[src/rtl/pipe_ctrl.sv]
// pipe_ctrl: per-stage hold vector, exception flush sequencing, stall counter and EX watchdog.
module pipe_ctrl #(
    parameter int FLUSH_CYCLES = 1,
    parameter int EX_TIMEOUT   = 64,
    parameter int CNT_W        = 32
) (
    input  logic             clk,
    input  logic             rst,
    input  logic             stallreq_id,
    input  logic             stallreq_ex,
    input  logic             excp_req,
    input  logic [31:0]      excp_pc,
    input  logic             cnt_clr,
    output logic [5:0]       stall,
    output logic             flush,
    output logic [31:0]      new_pc,
    output logic [CNT_W-1:0] stall_cnt,
    output logic             err_timeout,
    output logic [1:0]       state
);
    typedef enum logic [1:0] {RUN = 2'd0, STALL = 2'd1, FLUSH = 2'd2} state_t;

    state_t     cur, nxt;
    logic [3:0] flush_left;
    logic [7:0] wd;
    logic       in_flush, accept;

    assign in_flush = cur == FLUSH;
    assign accept   = (cur == RUN || cur == STALL) && excp_req;
    assign flush    = in_flush;
    assign state    = cur;

    always_comb begin
        nxt = RUN;
        if (in_flush)
            nxt = flush_left == 4'd1 ? RUN : FLUSH;
        else if (cur == RUN || cur == STALL)
            nxt = excp_req ? FLUSH : (stallreq_ex | stallreq_id) ? STALL : RUN;
        stall = in_flush    ? 6'b000000 :
                excp_req    ? 6'b011111 :
                stallreq_ex ? 6'b001111 :
                stallreq_id ? 6'b000111 : 6'b000000;
    end

    always_ff @(posedge clk or negedge rst) begin
        if (!rst) begin
            cur        <= RUN;
            flush_left <= '0;
            new_pc     <= '0;
        end else begin
            cur <= nxt;
            if (accept) begin
                flush_left <= 4'(FLUSH_CYCLES);
                new_pc     <= excp_pc;
            end else if (in_flush) begin
                flush_left <= flush_left - 4'd1;
            end
        end
    end

    // Clear wins over increment; the counter sticks at all-ones.
    always_ff @(posedge clk or negedge rst) begin
        if (!rst)
            stall_cnt <= '0;
        else if (cnt_clr)
            stall_cnt <= '0;
        else if (stall[0] && stall_cnt != '1)
            stall_cnt <= stall_cnt + 1'b1;
    end

    always_ff @(posedge clk or negedge rst) begin
        if (!rst) begin
            wd          <= '0;
            err_timeout <= 1'b0;
        end else begin
            if (!stallreq_ex || in_flush)
                wd <= '0;
            else if (wd != 8'hFF)
                wd <= wd + 8'd1;
            if (stallreq_ex && !in_flush && wd >= 8'(EX_TIMEOUT - 1))
                err_timeout <= 1'b1;
        end
    end
endmodule

[config.mk]
export PLATFORM = sky130hd
export DESIGN_NAME = pipe_ctrl
export DESIGN_NICKNAME = d
export VERILOG_FILES = /design/src/rtl/pipe_ctrl.sv
export SDC_FILE = /design/constraint.sdc
export NUM_CORES = 1
export LEC_CHECK = 0
export ABC_AREA = 1
export CELL_PAD_IN_SITES_DETAIL_PLACEMENT = 0
export CELL_PAD_IN_SITES_GLOBAL_PLACEMENT = 1
export CORE_MARGIN = 2
export CORE_UTILIZATION = 35
export CTS_BUF_LIST = sky130_fd_sc_hd__clkbuf_4 sky130_fd_sc_hd__clkbuf_8
export DETAILED_ROUTE_END_ITERATION = 12
export PLACE_DENSITY = 0.8
export SLEW_MARGIN = 15
export SYNTH_ARGS = -nofsm -noshare
export SYNTH_HDL_FRONTEND = slang
export SYNTH_SLANG_ARGS = --single-unit
[constraint.sdc]
create_clock -name clk -period 1.8 [get_ports clk]
set_input_delay 0.36 -clock clk [delete_from_list [all_inputs] [get_ports clk]]
set_output_delay 0.36 -clock clk [all_outputs]
set_load 0.01 [all_outputs]
# [Word level (Yosys, flattened, before mapping)]
# Index checks and enable logic that the tools add are counted.
[classes] n_lt_le_gt_ge=1 add_sub_neg=3 n_reduce_logical=12 eq_ne=5 muxes=15 bitwise_logic=1
[op_table] op="32-bit 2-to-1 mux" count=2
[op_table] op="32-bit by 1-bit adder with 32-bit output, second input constant" count=1
[op_table] op="32-bit != test, second input constant" count=1
[op_table] op="8-bit 2-to-1 mux" count=2
[op_table] op="4-bit 2-to-1 mux" count=3
[op_table] op="5-bit 2-to-1 mux" count=2
[op_table] op="8-bit by 1-bit adder with 8-bit output, second input constant" count=1
[op_table] op="8-bit by 6-bit >= comparator with 1-bit output, second input constant" count=1
[op_table] op="2-bit 2-to-1 mux" count=4
[op_table] op="8-bit != test, second input constant" count=1
[op_table] op="2-bit nonzero test" count=3
[op_table] op="4-bit by 1-bit == test with 1-bit output, second input constant" count=1
[op_table] op="1-bit logical AND" count=4
[op_table] op="4-bit by 1-bit subtractor with 4-bit output, second input constant" count=1
[op_table] op="3-bit 2-to-1 mux" count=1
[op_table] op="2-bit by 1-bit == test with 1-bit output, second input constant" count=1
[op_table] op="2-bit == test, second input constant" count=1
[op_table] op="1-bit zero test" count=2
[op_table] op="2-bit zero test" count=1
[op_table] op="1-bit logical OR" count=2
[op_table] op="1-bit 2-to-1 mux" count=1
[op_table] op="1-bit bitwise OR" count=1
[totals] reg_bits=79 in_bits=38

# [Logic depth before layout (Yosys ltp)]
# Gate-level depths: netlist of the first run.
[logic_depth] depth_word=7 ltp_mapped=12

# [Worst setup path after synthesis of the first run]
# No wires, ideal clock.
[synth_timing] path_type="register to register" startpoint="reg stall_cnt[1]" endpoint="reg stall_cnt[22]" stages_incl_launch_ff=12 t_arrival_ns=1.588 setup_slack_ns=0.094 synth_period_minus_slack_ns=1.706 cell_sequence="dfrtp_1 ha_1 nand2_1 nor2_4 nand2_4 nor2_8 nand2_1 nand2_2 nand2_4 buf_2 nand3_1 nand2_1"
[synth_via] elab_chain_cells=3 word_cells_on_any_way=6 cone_classes="1 x add/sub; 1 x eq/ne; 2 x mux; 2 x reduce/logical"
[synth_lines] item="from (decl)" line="17" source="output logic [CNT_W-1:0] stall_cnt,"
[synth_lines] item="from (signal assigned)" line="68" source="stall_cnt <= stall_cnt + 1'b1;"
[synth_lines] item="32-bit by 1-bit adder with 32-bit output / 32-bit != test (equally long branches)" line="68, 67"
[synth_lines] item="32-bit 2-to-1 mux / 1-bit logical AND (equally long branches)" line="67" source="else if (stall[0] && stall_cnt != '1)"
[synth_lines] item="32-bit 2-to-1 mux / 2-bit nonzero test (equally long branches)"
# Parallel ways exist; a longest one is shown, timed or not. The select of a mux whose other input is x is not followed.
# A chain may end at the register's enable or synchronous reset.

# [Worst setup path after layout of the first run]
[layout_timing] startpoint="in excp_req" endpoint="out stall[1]"
[layout_via] elab_chain_cells=2
[layout_lines] item="from (decl)" line="11" source="input logic excp_req,"
[layout_lines] item="5-bit 2-to-1 mux" line="40" source="excp_req ? 6'b011111 :"
[layout_lines] item="5-bit 2-to-1 mux" line="39" source="stall = in_flush ? 6'b000000 :"
[layout_lines] item="to (decl)" line="14" source="output logic [5:0] stall,"
# Every way passes these cells.

==> results of run 1 <==
## power groups by stage
stage,logic (mW),registers [mW],clock network (mW)
floorplan,0.918,2.67,0
finish,2.52,2.49,1.49
global placement,2.53,2.50,0
detailed placement,2.56,2.50,0
global route,2.77,2.55,1.62
CTS,2.55,2.49,1.55
## cells in the mapped netlist (4+ instances only)
cell type | count | area share [%]
o21ai_0 | 13 | 1.6
a21oi_1 | 15 | 1.8
xor2_1 | 7 | 1.5
nand4_1 | 11 | 1.7
nand3_1 | 37 | 4.4
nand2_1 | 251 | 23
o21ai_1 | 7 | 0.84
dfrtp_1 | 79 | 47
nor2_1 | 59 | 5.3
inv_1 | 44 | 4.0
ha_1 | 4 | 1.2
clkbuf_1 | 10 | 0.90
## critical path: stages
cell and delay, ns:
clkdlybuf4s50_1 0.49, inv_1 0.07, a21oi_2 0.20, dlygate4sd2_1 0.29
## cells by family (layout without fill, tap and decap cells)
family,Yosys count,after routing
AOI/OAI and AO/OA,40,40
xor gates and xnor gates,9,9
adders and majority gates,4,4
buffers and inverters,66,225
DFF,79,79
other,1,1
and+or+nand+nor,375,375
## worst min-delay path by stage
| stage | startpoint | slack, ns | end | depth (start not counted) |
|---|---|---|---|---|
| after floorplan | rst | 0.06 | err_timeout | 0 |
| after global placement | rst | 0.27 | stall_cnt[2] | 1 |
| after detailed placement | rst | 0.27 | stall_cnt[2] | 1 |
| after CTS | rst | 0.41 | state[1] | 2 |
| after global routing | rst | 0.42 | stall_cnt[2] | 2 |
| final | rst | 0.41 | stall_cnt[2] | 2 |
## state kept, by name (all words and copies together) (netlist names)
| register | flops |
|---|---|
| err_timeout | 1 |
| wd | 8 |
| stall_cnt | 32 |
| new_pc | 32 |
| flush_left | 4 |
| state | 2 |
## metal layers
layer | GRT usage (%) | share of wire, % | up-vias
li1 | - | - | 2087
met1 | 24.5 | 45 | 1888
met2 | 31.3 | 46 | 126
met3 | 4.77 | 6.5 | 17
met4 | 6.99 | 1.9 | 0
met5 | 0 | 0 | -
## stage by stage
step                      instance area [um2]  setup TNS (ns)
after global routing                     6060         -0.0474
after CTS                                5970               0
after floorplan                          4170               0
final                                    6060               0
after detailed placement                 5730           -8.18
after global placement                   5730           -4.94
## final cells by class
cell class / count / area (um2)
Sequential cell: 79 / 1990
Clock inverter: 6 / 85.1
Multi-Input combinational cell: 429 / 1930
Timing Repair Buffer: 162 / 1560
Inverter: 47 / 184
Clock buffer: 10 / 131
Fill cell: 1133 / 5450
Tap cell: 143 / 179
## repair_timing
| item | in CTS | in global routing |
|---|---|---|
| buffers inserted | 2 | 4 |
| hold buffers | 1 | 0 |
| endpoints found under the setup margin | 11 | 62 |
| cloned | 0 | 0 |
| gates resized for setup | 14 | 35 |
| hold endpoints to repair | 17 | 0 |
| pin swaps | 0 | 4 |
==> results.yml, run 1 <==
status:
  outcome: "finished, violations left"
  violations: "DRC"
synthesis:
  yosys_register_bits: 79
  syn_area_per_cell_um2: 7.26
  synth.distinct_cells: 34
  netlist_area_um2: 4170
  synth_ff_type: "dfrtp_1"
  synth_nets: 616
  ys_async_sr_fraction_pct: 100
  synth_top_family_by_area: "simple AND/OR/NAND/NOR gates"
  yosys.area_share.simple_pct: 37.3
  yosys.area_share.adder_pct: 1.20
  synth_xor_xnor_area_share_pct: 1.89
  ys_seq_area_share_pct: 47.5
  yosysWarnings: 0
  synth_cells: 574
  synth.area.mux_share_pct: 0
  synth-edff-count: 0
  synth_compound_area_share_pct: 5.08
clock_tree:
  root_buffer: "clkbuf_8"
  cts_tree: "built"
  htree_levels: 3
  path_clk_slew_ns: 0.08
  cts_sinks: 79
  clk_path_buf_depth: 2
  cts_made_buffers: 9
  clk-insertion-delay-late_ns: 0.37
layout:
  diodes: 0
  nNetsFinal: 770
  final_common_cell: "nand2_1"
  fin_cells: 876
  layout_common_cells: "250 x nand2_1, 85 x clkdlybuf4s50_1, 71 x dfrtp_1, 55 x nor2_1, 48 x buf_4"
  postLayoutCoreUtil_pct: 52.7
  drive_gt1_share_pct: 13.6
  area_growth_syn_to_layout_pct: 45.6
place:
  hpwl_mm: 8.52
  routabilityCongestion: 0.841
  io_buffers: 110
  place_inst: 853
  pre_cts_slack_ns: -0.382
global_routing:
  grt_pass1_vias: 4027
  grt_use_total_pct: 19.1
  grt_remaining_overflow: 0
  grt_max_degree: 33
  grt_first_pass_wirelength_mm: 19.3
  antenna_found_initial: 0
timing:
  hold_viol: 0
  setup_viol: 0
  finClkSkew_ns: 0.0122
  hold_ws_ns: 0.414
  period_share_pct: 98.3
  worst_slack_ns: 0.0304
  clock.fmax_mhz: 565
  slew_violations: 0
  rsz0062_at_grt: "true"
  period_minus_slack_ns: 1.77
power:
  p_sw_mw: 2.21
  seq_power_share_pct: 38.3
  intPower_mw: 4.28
  combinationalPowerShare_pct: 38.8
  fin_total_pwr_mw: 6.50
  ir_worst_vdd_v: 0.000779
  leakagePower_nw: 3.17
  power-per-cell-area_nw_per_um2: 1070
  power.share.clock_pct: 23.0
  switching_share_pct: 34.1
worst_setup_path:
  critical_path.endpoint_type: "primary output"
  crit_type: "in -> out"
  crit_arrival_ns: 1.41
  r2r_slack_ns: 0.11
  crit_fanout: 4
  crit_required_ns: 1.44
  crit_path_start: "excp_req"
  endpoint: "stall[1]"
  r2r-start: "stall_cnt[0]"
  regToRegEndpoint: "stall_cnt[12]"
  r2r_cells: 11
  cp-start-kind: "primary input"
job:
  drv_cap: 0
detailed_routing:
  drc: 6
  route.antenna.remaining_nets: 0
  wl_per_cell_um: 13.3
  route.vias.total: 4118
  dr.pass1.iters: 9
  drt_wl_total_mm: 11.7
  drt_iter0_drc: 164
  vias_per_cell: 4.70
floorplan:
  top_level_ports: 112
  start_util_pct: 36.2
  die_h_um: 113
  core_um2: 11500
  dieArea_um2: 12800
  die_w_um: 113
  rows: 39
hold_path:
  hp-class: "in -> async"
No activity file was read; power rests on OpenSTA's default activity.
==> run 2: changes to the inputs <==
Settings changed: CAP_MARGIN from default to 20, MAX_ROUTING_LAYER from default to met4.
==> results.yml, run 2 (same netlist as run 1, synthesis figures left out) <==
global_routing:
  met1_usage_pct: 25.2
  met3_usage_pct: 3.75
  grt.busiest_layer: "met2"
  grt_remaining_overflow: 0
  grt_pass1_vias: 4034
  grt_use_total_pct: 19.7
  antenna_found_initial: 0
  use_met2_pct: 31.3
  grt_max_degree: 33
  grt_first_pass_wirelength_mm: 19.3
power:
  leakagePower_nw: 3.17
  intPower_mw: 4.28
  ir_worst_vdd_v: 0.000783
  power-per-cell-area_nw_per_um2: 1070
  seq_power_share_pct: 38.2
  switching_share_pct: 34.1
  combinationalPowerShare_pct: 38.8
  p_sw_mw: 2.22
  power.share.clock_pct: 23.0
detailed_routing:
  vias_per_cell: 4.72
  route.vias.total: 4137
  wl_per_cell_um: 13.4
  dr.pass1.iters: 8
  route.antenna.remaining_nets: 0
  drt_wl_total_mm: 11.7
  drt_iter0_drc: 178
  drc: 6
floorplan:
  rows: 39
  top_level_ports: 112
  dieArea_um2: 12800
  core_um2: 11500
  start_util_pct: 36.2
  die_w_um: 113
  die_h_um: 113
worst_setup_path:
  r2r-start: "stall_cnt[0]"
  critPathSlowestCell: "clkdlybuf4s50_1"
  regToRegEndpoint: "stall_cnt[12]"
  cp-start-kind: "primary input"
  crit_chain: "clkdlybuf4s50_1 > inv_1 > a21oi_2 > dlygate4sd2_1"
  crit_type: "in -> out"
  endpoint: "stall[1]"
  crit_required_ns: 1.44
  critical_path.endpoint_type: "primary output"
  r2r_cells: 11
  max_stage_delay_ns: 0.49
  r2r_slack_ns: 0.11
  crit_path_start: "excp_req"
  crit_fanout: 4
  crit_arrival_ns: 1.41
clock_tree:
  clk_path_buf_depth: 2
  cts_made_buffers: 9
  root_buffer: "clkbuf_8"
  cts_tree: "built"
  cts_sinks: 79
  htree_levels: 3
  clk-insertion-delay-late_ns: 0.37
  path_clk_slew_ns: 0.08
layout:
  layout_common_cells: "250 x nand2_1, 85 x clkdlybuf4s50_1, 71 x dfrtp_1, 55 x nor2_1, 48 x buf_4"
  stdcell_area_um2: 6060
  area_growth_syn_to_layout_pct: 45.6
  postLayoutCoreUtil_pct: 52.7
  largestRegisters: "new_pc: 32 flops, stall_cnt: 32 flops, wd: 8 flops"
  final_common_cell: "nand2_1"
  nNetsFinal: 770
  diodes: 0
  drive_gt1_share_pct: 13.6
status:
  outcome: "finished, violations left"
  violations: "DRC"
timing:
  finClkSkew_ns: 0.0127
  period_share_pct: 98.3
  clock.fmax_mhz: 565
  hold_viol: 0
  period_minus_slack_ns: 1.77
  setup_viol: 0
  slew_violations: 0
  fin_tns_setup_ns: 0
  worst_slack_ns: 0.0304
  rsz0062_at_grt: "true"
place:
  io_buffers: 110
  routabilityCongestion: 0.854
  pre_cts_slack_ns: -0.382
  place_area_um2: 5730
  hpwl_mm: 8.52
job:
  drv_cap: 0
hold_path:
  hp-class: "in -> async"
[run 2: cell counts in the layout (fill, tap and decap cells not counted)]
Identical to the previous run, type by type.
[run 2: per-layer routing]
layer / up-vias / part of all wire [%]
li1: 2086 / -
met1: 1914 / 46
met2: 119 / 46
met3: 18 / 5.1
met4: 0 / 1.9
met5: - / 0
[run 2: worst min-delay path by stage]
stage	startpoint	to	slack [ns]
after floorplan	rst	err_timeout	0.06
after global placement	rst	stall_cnt[2]	0.27
after detailed placement	rst	stall_cnt[2]	0.27
after CTS	rst	state[1]	0.41
after global routing	rst	stall_cnt[2]	0.42
final	rst	stall_cnt[2]	0.41
[run 2: metrics by stage]
step	power [mW]	hold WS (ns)	std cells
after floorplan	3.59	0.0644	574
after CTS	6.59	0.408	872
after global routing	6.94	0.418	876
final	6.50	0.411	876
after detailed placement	5.06	0.268	853
after global placement	5.03	0.268	853
[run 2: worst max-delay path, delay by kind of cell]
kind	cells	cell delay, ns
AOI/OAI and AO/OA	1	0.20
buffers and inverters	3	0.85
[run 2: final cells by class]
type                            instances  area, um2
Tap cell                              143        179
Timing Repair Buffer                  162       1560
Clock buffer                           10        131
Sequential cell                        79       1990
Multi-Input combinational cell        429       1930
Clock inverter                          6       85.1
Fill cell                            1133       5450
Inverter                               47        184
[run 2: what timing repair did]
item                                   4_1_cts  5_1_grt
buffers inserted                             2        4
pin swaps                                    0        4
resized for setup                           14       35
setup endpoints to repair                   11       62
hold buffers                                 1        0
endpoints found under the hold margin       17        0
[run 2: power groups by stage]
stage          clock network (mW)  logic (mW)  registers [mW]
6_report                     1.49        2.52            2.49
3_5_place_dp                    0        2.56            2.50
2_1_floorplan                   0       0.918            2.67
5_1_grt                      1.62        2.77            2.55
4_1_cts                      1.55        2.55            2.49
3_3_place_gp                    0        2.53            2.50
